--- config.mk ---
export PLATFORM = sky130hd
export DESIGN_NAME = mux4_rr_arbiter_flat
export DESIGN_NICKNAME = d
export VERILOG_FILES = /design/src/rtl/mux4_rr_arbiter_if.sv /design/src/rtl/mux4_rr_arbiter.sv /design/src/flat_wrapper.sv
export SDC_FILE = /design/constraint.sdc
export NUM_CORES = 1
export LEC_CHECK = 0
export BUFFER_PORTS_ARGS = -buffer_cell sky130_fd_sc_hd__buf_2
export CAP_MARGIN = 20
export CORE_AREA = 2 2 44 56
export CTS_CLUSTER_SIZE = 14
export DETAILED_ROUTE_END_ITERATION = 10
export DIE_AREA = 0 0 46 58
export PLACE_DENSITY = 0.76
export SYNTH_ARGS = -nofsm -noshare
export SYNTH_HDL_FRONTEND = slang
export SYNTH_SLANG_ARGS = --single-unit
--- constraint.sdc ---
create_clock -name clk -period 3.4 [get_ports clk]
set_clock_uncertainty 0.2 [all_clocks]
set_input_delay 0.68 -clock clk [delete_from_list [all_inputs] [get_ports clk]]
set_output_delay 0.68 -clock clk [all_outputs]
set_load 0.05 [all_outputs]
--- src/rtl/mux4_rr_arbiter_if.sv ---
// Bus bundle for the 4-way round-robin mux arbiter: request/data lines in,
// registered grant/select/data out.
interface mux4_rr_arbiter_if;
    logic [3:0] req;
    logic [3:0] in;
    logic [3:0] gnt;
    logic [1:0] sel;
    logic       valid;
    logic       out;

    // Requester side drives req/in and observes the arbitration result.
    modport master (
        output req,
        output in,
        input  gnt,
        input  sel,
        input  valid,
        input  out
    );

    // Arbiter side consumes req/in and produces grant and muxed data.
    modport slave (
        input  req,
        input  in,
        output gnt,
        output sel,
        output valid,
        output out
    );
endinterface

--- src/rtl/mux4_rr_arbiter.sv ---
// Round-robin arbiter sharing a 4:1 single-bit mux among four requesters.
// The owner keeps the grant while it holds req, but once it has been BUSY for
// MAX_HOLD cycles with another request pending it is handed over to the next
// requester in round-robin order. The selected data bit is registered.
module mux4_rr_arbiter #(
    parameter int MAX_HOLD = 8,
    parameter int CNT_W    = 4
) (
    input  logic           clk,
    input  logic           rst,
    mux4_rr_arbiter_if.slave bus
);

    typedef enum logic {IDLE, BUSY} state_t;

    localparam logic [CNT_W-1:0] CNT_MAX = CNT_W'(MAX_HOLD - 1);

    state_t           state_q;
    logic [3:0]       gnt_q;
    logic [1:0]       sel_q;
    logic [1:0]       ptr_q;
    logic [CNT_W-1:0] cnt_q;
    logic             out_q;

    logic [3:0] owner_oh;
    logic [3:0] other_req;
    logic [2:0] idle_pick;
    logic [2:0] busy_pick;
    logic [1:0] after_owner;
    logic       release_ev;
    logic       preempt_ev;

    // Returns {found, index}: first set bit of r scanning start, start+1, ... mod 4.
    function automatic logic [2:0] rr_pick(input logic [3:0] r, input logic [1:0] start);
        logic [2:0] res;
        logic [1:0] idx;
        res = 3'b000;
        // Scan from the far end so the closest index to start is written last.
        for (int k = 3; k >= 0; k--) begin
            idx = start + 2'(k);
            if (r[idx]) begin
                res = {1'b1, idx};
            end
        end
        return res;
    endfunction

    function automatic logic [3:0] onehot(input logic [1:0] idx);
        return 4'b0001 << idx;
    endfunction

    // One-hot decode of the current owner, used to mask it out of the next arbitration.
    generate
        for (genvar gi = 0; gi < 4; gi++) begin : g_owner_oh
            assign owner_oh[gi] = (sel_q == 2'(gi));
        end
    endgenerate

    // Arbitration candidates for both the IDLE and BUSY cases.
    always_comb begin
        other_req   = bus.req & ~owner_oh;
        after_owner = sel_q + 2'd1;
        idle_pick   = rr_pick(bus.req, ptr_q);
        busy_pick   = rr_pick(other_req, after_owner);
        release_ev  = ~|(bus.req & owner_oh);
        preempt_ev  = (cnt_q == CNT_MAX) && (|other_req);
    end

    // Arbiter FSM with registered grant, select and muxed data.
    always_ff @(posedge clk) begin
        if (rst) begin
            state_q <= IDLE;
            gnt_q   <= 4'b0000;
            sel_q   <= 2'd0;
            ptr_q   <= 2'd0;
            cnt_q   <= '0;
            out_q   <= 1'b0;
        end else begin
            case (state_q)
                IDLE: begin
                    if (idle_pick[2]) begin
                        // IDLE-entry grants leave ptr untouched.
                        gnt_q   <= onehot(idle_pick[1:0]);
                        sel_q   <= idle_pick[1:0];
                        state_q <= BUSY;
                        cnt_q   <= '0;
                        out_q   <= bus.in[idle_pick[1:0]];
                    end else begin
                        gnt_q <= 4'b0000;
                        out_q <= 1'b0;
                    end
                end
                BUSY: begin
                    if (release_ev || preempt_ev) begin
                        ptr_q <= after_owner;
                        if (busy_pick[2]) begin
                            // Direct handover, no idle cycle in between.
                            gnt_q <= onehot(busy_pick[1:0]);
                            sel_q <= busy_pick[1:0];
                            cnt_q <= '0;
                            out_q <= bus.in[busy_pick[1:0]];
                        end else begin
                            gnt_q   <= 4'b0000;
                            state_q <= IDLE;
                            out_q   <= 1'b0;
                        end
                    end else begin
                        if (cnt_q != CNT_MAX) begin
                            cnt_q <= cnt_q + 1'b1;
                        end
                        out_q <= bus.in[sel_q];
                    end
                end
                default: begin
                    state_q <= IDLE;
                    gnt_q   <= 4'b0000;
                    out_q   <= 1'b0;
                end
            endcase
        end
    end

    assign bus.gnt   = gnt_q;
    assign bus.sel   = sel_q;
    assign bus.valid = |gnt_q;
    assign bus.out   = out_q;

endmodule

--- src/flat_wrapper.sv ---
// flat-port wrapper written by rule: the top's interface ports become plain ports
module mux4_rr_arbiter_flat 
#(
    parameter int MAX_HOLD = 8,
    parameter int CNT_W    = 4
)
  (clk, rst, bus_req, bus_in, bus_gnt, bus_sel, bus_valid, bus_out);
  mux4_rr_arbiter_if bus_i ();
  input  logic clk;
  input  logic rst;
  input wire logic [$bits(bus_i.req)-1:0] bus_req;
  input wire logic [$bits(bus_i.in)-1:0] bus_in;
  output wire logic [$bits(bus_i.gnt)-1:0] bus_gnt;
  output wire logic [$bits(bus_i.sel)-1:0] bus_sel;
  output wire logic [$bits(bus_i.valid)-1:0] bus_valid;
  output wire logic [$bits(bus_i.out)-1:0] bus_out;
  assign bus_i.req = bus_req;
  assign bus_i.in = bus_in;
  assign bus_gnt = bus_i.gnt;
  assign bus_sel = bus_i.sel;
  assign bus_valid = bus_i.valid;
  assign bus_out = bus_i.out;
  mux4_rr_arbiter #(.MAX_HOLD(MAX_HOLD), .CNT_W(CNT_W)) u_core (.clk(clk), .rst(rst), .bus(bus_i));
endmodule
# After elaboration in Yosys (flattened, before gate mapping)
# Cells that the tools add are included.
# classes
n_reduce_logical,10
n_addsub,8
shifts,2
n_eq_ne,10
n_mul,0
n_bitwise,4
div_mod_pow,0
n_lt_le_gt_ge,11
mux,51
# op_table
cell,count
$lt 2x3->1 const B,11
$mux 4,7
$mux 3,8
$bmux 1 s2,11
$mux 1,17
$pmux 4 s2,2
$reduce_or 4->1,3
$add 2x2->2 const B,4
$and 4x4->4,2
$shl 1x2->4 const A,2
$add 2x1->2 const B,3
$mux 2,3
$ne 3x3->1 const B,2
$reduce_and 3->1,2
$add 4x1->4 const B,1
$eq 2x2->1 const B,2
$eq 4x3->1 const B,1
$ne 2x2->1 const B,2
$ne 4x3->1 const B,1
$not 4->4,1
$pmux 1 s2,2
$pmux 2 s2,1
$eq 2x1->1 const B,1
$logic_not 2->1,1
6 further kinds,6
# word_totals
output_inout_bits,8
in_bits,10
ff_bits,14
romBits,0
ramBits,0
memories,0
latch_bits,0

# Depth between registers and ports, before layout
# Gate-level depths: netlist (run 1).
# logic_depth
ltp_word,14
ltp_mapped,10
ltp_nobuf,8

# Least setup slack after synthesis (run 1)
# No wires, ideal clock.
# synth_timing
kind,register -> register
from,"register u_core.sel_q[0], in the netlist u_core.bus.sel[0]"
to,"register u_core.out_q, in the netlist u_core.bus.out"
t_required_ns,3.063
arrival_time_ns,2.561
setup_ns,0.137
slack_ns,0.501
path_stages_with_launch,11
path_cell_list,dfxtp_1 buf_2 inv_1 ha_1 buf_2 nor4b_1 nor4_1 a21oi_2 mux2_4 nand2_1 a41oi_2
# synth_between
word_cells_on_any_way,35
classes_between,add/sub: 4; eq/ne: 3; mux: 19; bitwise: 3; reduce/logical: 6
# synth_lines
item,line_no,rtl
from (decl),mux4_rr_arbiter.sv:20,logic [1:0] sel_q;
from (signal assigned),mux4_rr_arbiter.sv:84,sel_q <= idle_pick[1:0];
from (signal assigned),mux4_rr_arbiter.sv:99,sel_q <= busy_pick[1:0];
$add 2x1->2 (*),mux4_rr_arbiter.sv:62,after_owner = sel_q + 2'd1;
named net u_core.after_owner[0],mux4_rr_arbiter.sv:29,logic [1:0] after_owner;
$add 2x2->2,mux4_rr_arbiter.sv:40,idx = start + 2'(k);
$bmux 1 s2,mux4_rr_arbiter.sv:41,if (r[idx]) begin
$mux 1 (not written as such),mux4_rr_arbiter.sv:41,
$mux 3 (3 in a row),mux4_rr_arbiter.sv:41,
$mux 3 (*),mux4_rr_arbiter.sv:41,
$bmux 1 s2,mux4_rr_arbiter.sv:101,out_q <= bus.in[busy_pick[1:0]];
$mux 1 (not written as such),mux4_rr_arbiter.sv:101,
$mux 1 (*),mux4_rr_arbiter.sv:96,if (busy_pick[2]) begin
$mux 1 (*),mux4_rr_arbiter.sv:94,if (release_ev || preempt_ev) begin
$pmux 1 s2 (*),mux4_rr_arbiter.sv:79,case (state_q)
to (signal assigned),mux4_rr_arbiter.sv:87,out_q <= bus.in[idle_pick[1:0]];
to (signal assigned),mux4_rr_arbiter.sv:101,
to (signal assigned),mux4_rr_arbiter.sv:111,out_q <= bus.in[sel_q];
to (decl),mux4_rr_arbiter.sv:23,logic out_q;
# The timed path passes the listed nets; every way through them passes the cells marked *. The select of a mux whose other input is x is not followed.
# A chain may end at the register's enable or synchronous reset.

# Worst setup path after layout (run 1)
# layout_timing
from,"register u_core.sel_q[1], in the netlist u_core.bus.sel[1]"
to,"register u_core.out_q, in the netlist u_core.bus.out"
# The elaborated chain is that of the path after synthesis.

==> results.cfg, run 1 <==
[run_status]
outcome = completed

[pwr]
power-per-cell-area_mw_per_mm2 = 503
vdd_drop_max_v = 0.000326
p_leak_nw = 0.545
p_total_mw = 0.639

[yosys]
yosysWarnings = 0
synth_top_area_share_pct = 24.3
yosysTopAreaCell = dfxtp_1
syn_avg_cell_area_um2 = 8.54
synth_common_cells = dfxtp_1, nor2_1, a21oi_1, nand2_1, nand2b_1
post-synth-top-count-cell = dfxtp_1
synth_area_leaders = dfxtp_1, ha_1, nand2b_1
syn_area_mm2 = 0.00115
synth_nets = 150
netlist_instances = 135
ys_types = 51
synth-main-ff-cell = dfxtp_1
synth-async-reset-ratio_pct = 0
synth_enable_flop_cells = 0
yosysSeqAreaShare_pct = 24.3
synth_seq_cells = 14

[floorplanning]
die_w_um = 46
core.rowCount = 19
design.core.area_mm2 = 0.00214
io-pin-count = 18
dieArea_mm2 = 0.00267
start_util_pct = 53.9
die_h_um = 58

[global_route]
antenna_found_initial = 0
grt_pass1_wl_um = 4770
track_usage_pct = 24.6
grt_start_max_net_pins = 15
overflow = 0
grt_pass1_vias = 1077

[route]
via_count = 1149
firstDrtPassIters = 4
wl_per_cell_um = 16.7
antenna_left = 0
wirelength_um = 2880
viasPerCell = 6.68
drc = 0
detail_route.iter0.violations = 41

[layout]
drive_gt1_share_pct = 24.5
nFillCells = 200
insertedDiodeCount = 0
finalNonFillerCells = 172
seq_area_um2 = 280
multi_input_area_um2 = 803
area_delta_synth_final_pct = 10.1
final_nets = 167

[cts]
clk_path_buf_depth = 2
cts_root_buf = clkbuf_4
clk_pin_slew_ns = 0.09
postCtsHoldBufs = 0
insertion_delay_ns = 0.30
cts_resized = 0
htree_levels = 1
cts_tree = yes
cts_sinks = 14
numCtsBuffers = 3
postCtsSetupBuffers = 0

[critical_path]
startpoint = u_core.bus.sel[1]$_SDFFE_PP0P_
worstSetupStartpointType = register
reg2reg_from = u_core.bus.sel[1]$_SDFFE_PP0P_
cp.arrival_ns = 2.62
critPathMaxFanout = 9
critical_path.endpoint_type = register
crit_type = register to register
critPathRequiredTime_ns = 3.39

[sta]
max_slew_margin_pct = 57.6
fin_crit_sh_pct = 77.4
hold_viol_final = 0
drv_slew = 0
fin_setup_tns_ns = 0
fmax_mhz = 380
tightest_slew_ns = 0.633
rsz0062_at_grt = no
setup_viol = 0
fin_crit_ns = 2.63

[placed_design]
gp_congestion = 0.891
port-buffer-count = 17
place_inst = 168
hpwl_um = 2170

[run]
max_cap_violations = 0

[min_path]
hold_class = register to register
hp-start = u_core.ptr_q[0]$_SDFFE_PP0P_
kinds of logic (layout without fill, tap and decap cells):
| group | after synthesis | after routing | share of synthesized area, % |
|---|---|---|---|
| simple gates | 58 | 58 | 29.3 |
| compound gates | 37 | 37 | 26.5 |
| flops | 14 | 14 | 24.3 |
| buf+inv | 13 | 29 | 5.97 |
| mux | 7 | 7 | 7.71 |
| fa+ha+maj | 5 | 5 | 5.43 |
| xor+xnor | 1 | 1 | 0.760 |
registers in the layout (all words and copies together) (netlist names):
name	cells
u_core.state_q	1
u_core.bus.gnt	4
u_core.bus.sel	2
u_core.cnt_q	4
u_core.ptr_q	2
u_core.bus.out	1
final timing paths:
path / end / slack (ns) / cells after the start
worst max register to register: u_core.bus.out$_SDFF_PP0_ / 0.77 / 8
worst min register to register: u_core.ptr_q[0]$_SDFFE_PP0P_ / 0.35 / 2
worst min-delay path: u_core.ptr_q[0]$_SDFFE_PP0P_ / 0.35 / 2
worst max-delay path: u_core.bus.out$_SDFF_PP0_ / 0.77 / 8
power by group:
part	switching [mW]	leakage, nW	internal (mW)
clock	0.0623	0.0210	0.0654
combinational	0.197	0.409	0.112
sequential	0.0185	0.115	0.183
total	0.278	0.545	0.361
cell usage in the layout (no fill, tap or decap), types with 3 or more instances in the layout:
cell | Yosys | layout
inv_1 | 6 | 6
a2bb2oi_1 | 4 | 4
nand3_1 | 3 | 3
nor2_1 | 12 | 12
nand2b_1 | 8 | 8
clkbuf_4 | 0 | 3
a211oi_1 | 3 | 3
a21oi_1 | 9 | 9
nand2_1 | 9 | 9
mux2i_1 | 4 | 4
nor3_1 | 4 | 4
buf_2 | 3 | 17
ha_1 | 5 | 5
nor2b_1 | 4 | 4
dfxtp_1 | 14 | 14
worst max-delay path: stages (launching register included):
cell and delay [ns]:
dfxtp_1 0.48, inv_1 0.11, ha_1 0.42, nor4b_1 0.37, nor4_1 0.10, a21oi_2 0.33, mux2_4 0.33, nand2_1 0.09
a41oi_2 0.09
final cells by class:
type | instances | share of cell area, %
Multi-Input combinational cell | 108 | 63.3
Tap cell | 21 | 2.07
Sequential cell | 14 | 22.1
Inverter | 6 | 1.78
Clock buffer | 4 | 2.86
Timing Repair Buffer | 19 | 7.89
per-layer routing:
| metal | vias to the layer above | part of all wire (%) | wire (um) | global-route usage [%] |
|---|---|---|---|---|
| met4 | 0 | 2.6 | 76 | 12.7 |
| met3 | 9 | 6.3 | 182 | 2.80 |
| met1 | 548 | 41 | 1190 | 30.3 |
| met2 | 49 | 50 | 1430 | 40.7 |
| met5 | - | 0 | 0 | 0 |
| li1 | 543 | - | - | - |
metrics by stage:
stage                     setup slack (ns)  utilization [%]  instance area [um^2]  hold slack [ns]
final                                0.769             59.3                  1270            0.348
after global routing                 0.588             59.3                  1270            0.382
after CTS                            0.793             59.3                  1270            0.350
after detailed placement             0.812             57.6                  1230            0.335
after global placement               0.843             57.6                  1230            0.320
after floorplan                      0.501                -                  1150            0.291
No activity file was read; power rests on OpenSTA's default activity.
==> run 2, diff against run 1 <==
--- a/config.mk
+++ b/config.mk
@@ -7,11 +7,11 @@
 export LEC_CHECK = 0
 export BUFFER_PORTS_ARGS = -buffer_cell sky130_fd_sc_hd__buf_2
 export CAP_MARGIN = 20
-export CORE_AREA = 2 2 44 56
+export CORE_AREA = 2 2 46 59
 export CTS_CLUSTER_SIZE = 14
 export DETAILED_ROUTE_END_ITERATION = 10
-export DIE_AREA = 0 0 46 58
-export PLACE_DENSITY = 0.76
+export DIE_AREA = 0 0 48 61
+export PLACE_DENSITY = 0.73
 export SYNTH_ARGS = -nofsm -noshare
 export SYNTH_HDL_FRONTEND = slang
 export SYNTH_SLANG_ARGS = --single-unit
==> constraint.sdc (replaced) <==
create_clock -name clk -period 2.4 [get_ports clk]
set_clock_uncertainty 0.2 [all_clocks]
set_input_delay 0.48 -clock clk [delete_from_list [all_inputs] [get_ports clk]]
set_output_delay 0.48 -clock clk [all_outputs]
set_load 0.05 [all_outputs]
==> results.cfg, run 2 (synthesis results as in run 1) <==
[layout]
drive_gt1_share_pct = 34.6
area_delta_synth_final_pct = 24.3
post-route-util_pct = 60.3
final_common_cell = buf_2
final_nets = 172
mostFrequentLayoutCells = buf_2, nor2_1, dfxtp_1, a21oi_1, nand2_1
insertedDiodeCount = 0

[run]
max_cap_violations = 0

[route]
wl_per_cell_um = 16.0
firstDrtPassIters = 4
wirelength_um = 3030
drc = 0
viasPerCell = 6.11
antenna_left = 0
via_count = 1155
detail_route.iter0.violations = 32

[global_route]
track_usage_pct = 20.9
busiest_layer = met2
grtUsageMet1_pct = 25.5
grt_pass1_wl_um = 4340
grt_use_met2_pct = 36.0
grt_start_max_net_pins = 16
antenna_found_initial = 0
overflow = 0
grt_pass1_vias = 957
grtUsageMet3_pct = 3.57

[floorplanning]
die_h_um = 61
die_w_um = 48
design.core.area_mm2 = 0.00238
io-pin-count = 18
start_util_pct = 48.5
dieArea_mm2 = 0.00293
core.rowCount = 20

[pwr]
power.switching_mw = 0.416
intPower_mw = 0.565
p_seq_share_pct = 29.7
switching_share_pct = 42.4
p_clk_share_pct = 17.1
vdd_drop_max_v = 0.000411
p_comb_share_pct = 53.2
power-per-cell-area_mw_per_mm2 = 685
p_total_mw = 0.981
p_leak_nw = 0.587

[placed_design]
gp_congestion = 0.809
place_ws_ns = 0.0509
hpwl_um = 2130
port-buffer-count = 17

[cts]
clk_pin_slew_ns = 0.08
numCtsBuffers = 3
cts_sinks = 14
htree_levels = 1
insertion_delay_ns = 0.28
clk_path_buf_depth = 2
cts_tree = yes
postCtsHoldBufs = 0
cts_root_buf = clkbuf_4

[critical_path]
critPathRequiredTime_ns = 2.38
critical_path.endpoint_type = register
path_buf_inv = 1
cp_top_family = simple AND/OR/NAND/NOR gates
worstSetupStartpointType = register
critPathMaxFanout = 8
worstPathCellList = inv_1 > ha_2 > nor2b_1 > or4_1 > a31oi_1 > nor2_4 > a311oi_1
rrSetupSlack_ns = 0.08
r2r_cells = 7
crit_type = register to register
max_stage_delay_ns = 0.56
slowest_stage = or4_1
reg2reg_to = u_core.bus.sel[1]$_SDFFE_PP0P_
cp.arrival_ns = 2.29
reg2reg_from = u_core.bus.sel[1]$_SDFFE_PP0P_

[sta]
setup_viol = 0
drv_slew = 0
fmax_mhz = 431
hold_viol_final = 0
max_slew_margin_pct = 70.8
tightest_slew_ns = 0.434
fin_crit_sh_pct = 96.6
fin_crit_ns = 2.32
setup_slack_ns = 0.0806

[min_path]
hp-start = rst
min_path_cells = 2
holdPathEnd = u_core.ptr_q[1]$_SDFFE_PP0P_
hold_class = input port to register

[run_status]
outcome = completed
run 2: cell count changes in the layout (fill, tap and decap cells not counted), sizes merged:
cell,delta
buf,+4
clkbuf,+1
run 2: layer usage:
metal / up-vias / part of all wire (%)
li1: 551 / -
met1: 562 / 41
met2: 37 / 54
met3: 5 / 3.6
met4: 0 / 1.2
met5: - / 0
run 2: what timing repair did:
action,4_1_cts,5_1_grt
gates resized for setup,0,13
setup buffers,0,4
endpoints found under the setup margin,0,8
hold endpoints to repair,0,0
run 2: layout make-up:
class | instances | area, um^2
fillers | 214 | 945
multi-input cells | 108 | 910
flip-flops and latches | 14 | 288
repair buffers | 24 | 135
well taps | 33 | 41.3
clock buffers | 4 | 36.3
inverters | 6 | 22.5
run 2: worst reg2reg max path: stages (launching register included):
cell	delay (ns)
dfxtp_4	0.38
inv_1	0.12
ha_2	0.23
nor2b_1	0.06
or4_1	0.56
a31oi_1	0.31
nor2_4	0.10
a311oi_1	0.26
run 2: worst max path at each step:
stage	from	endpoint	slack (ns)	cells past startpoint
floorplan	u_core.bus.sel[1]$_SDFFE_PP0P_	u_core.bus.out$_SDFF_PP0_	0.02	9
CTS	u_core.bus.sel[1]$_SDFFE_PP0P_	u_core.bus.out$_SDFF_PP0_	0.02	8
finish	u_core.bus.sel[1]$_SDFFE_PP0P_	u_core.bus.sel[1]$_SDFFE_PP0P_	0.08	7
detailed placement	u_core.bus.sel[1]$_SDFFE_PP0P_	u_core.bus.out$_SDFF_PP0_	0.05	8
global route	u_core.bus.sel[1]$_SDFFE_PP0P_	u_core.bus.sel[1]$_SDFFE_PP0P_	-0.03	7
global placement	u_core.bus.sel[1]$_SDFFE_PP0P_	u_core.bus.out$_SDFF_PP0_	0.06	8
run 2: power by group through the flow:
stage	Clock (mW)	Sequential, mW	Combinational [mW]
floorplan	0	0.349	0.309
global placement	0	0.298	0.435
detailed placement	0	0.300	0.442
CTS	0.171	0.294	0.444
global route	0.177	0.296	0.558
finish	0.168	0.292	0.522
run 2: stage by stage:
stage          instance area, um^2  hold WS, ns  setup TNS (ns)  std cells
2_1_floorplan                 1190        0.291               0        135
3_3_place_gp                  1280        0.331               0        181
3_5_place_dp                  1280        0.332               0        181
4_1_cts                       1320        0.335               0        185
5_1_grt                       1430        0.353         -0.0413        189
6_report                      1430        0.338               0        189
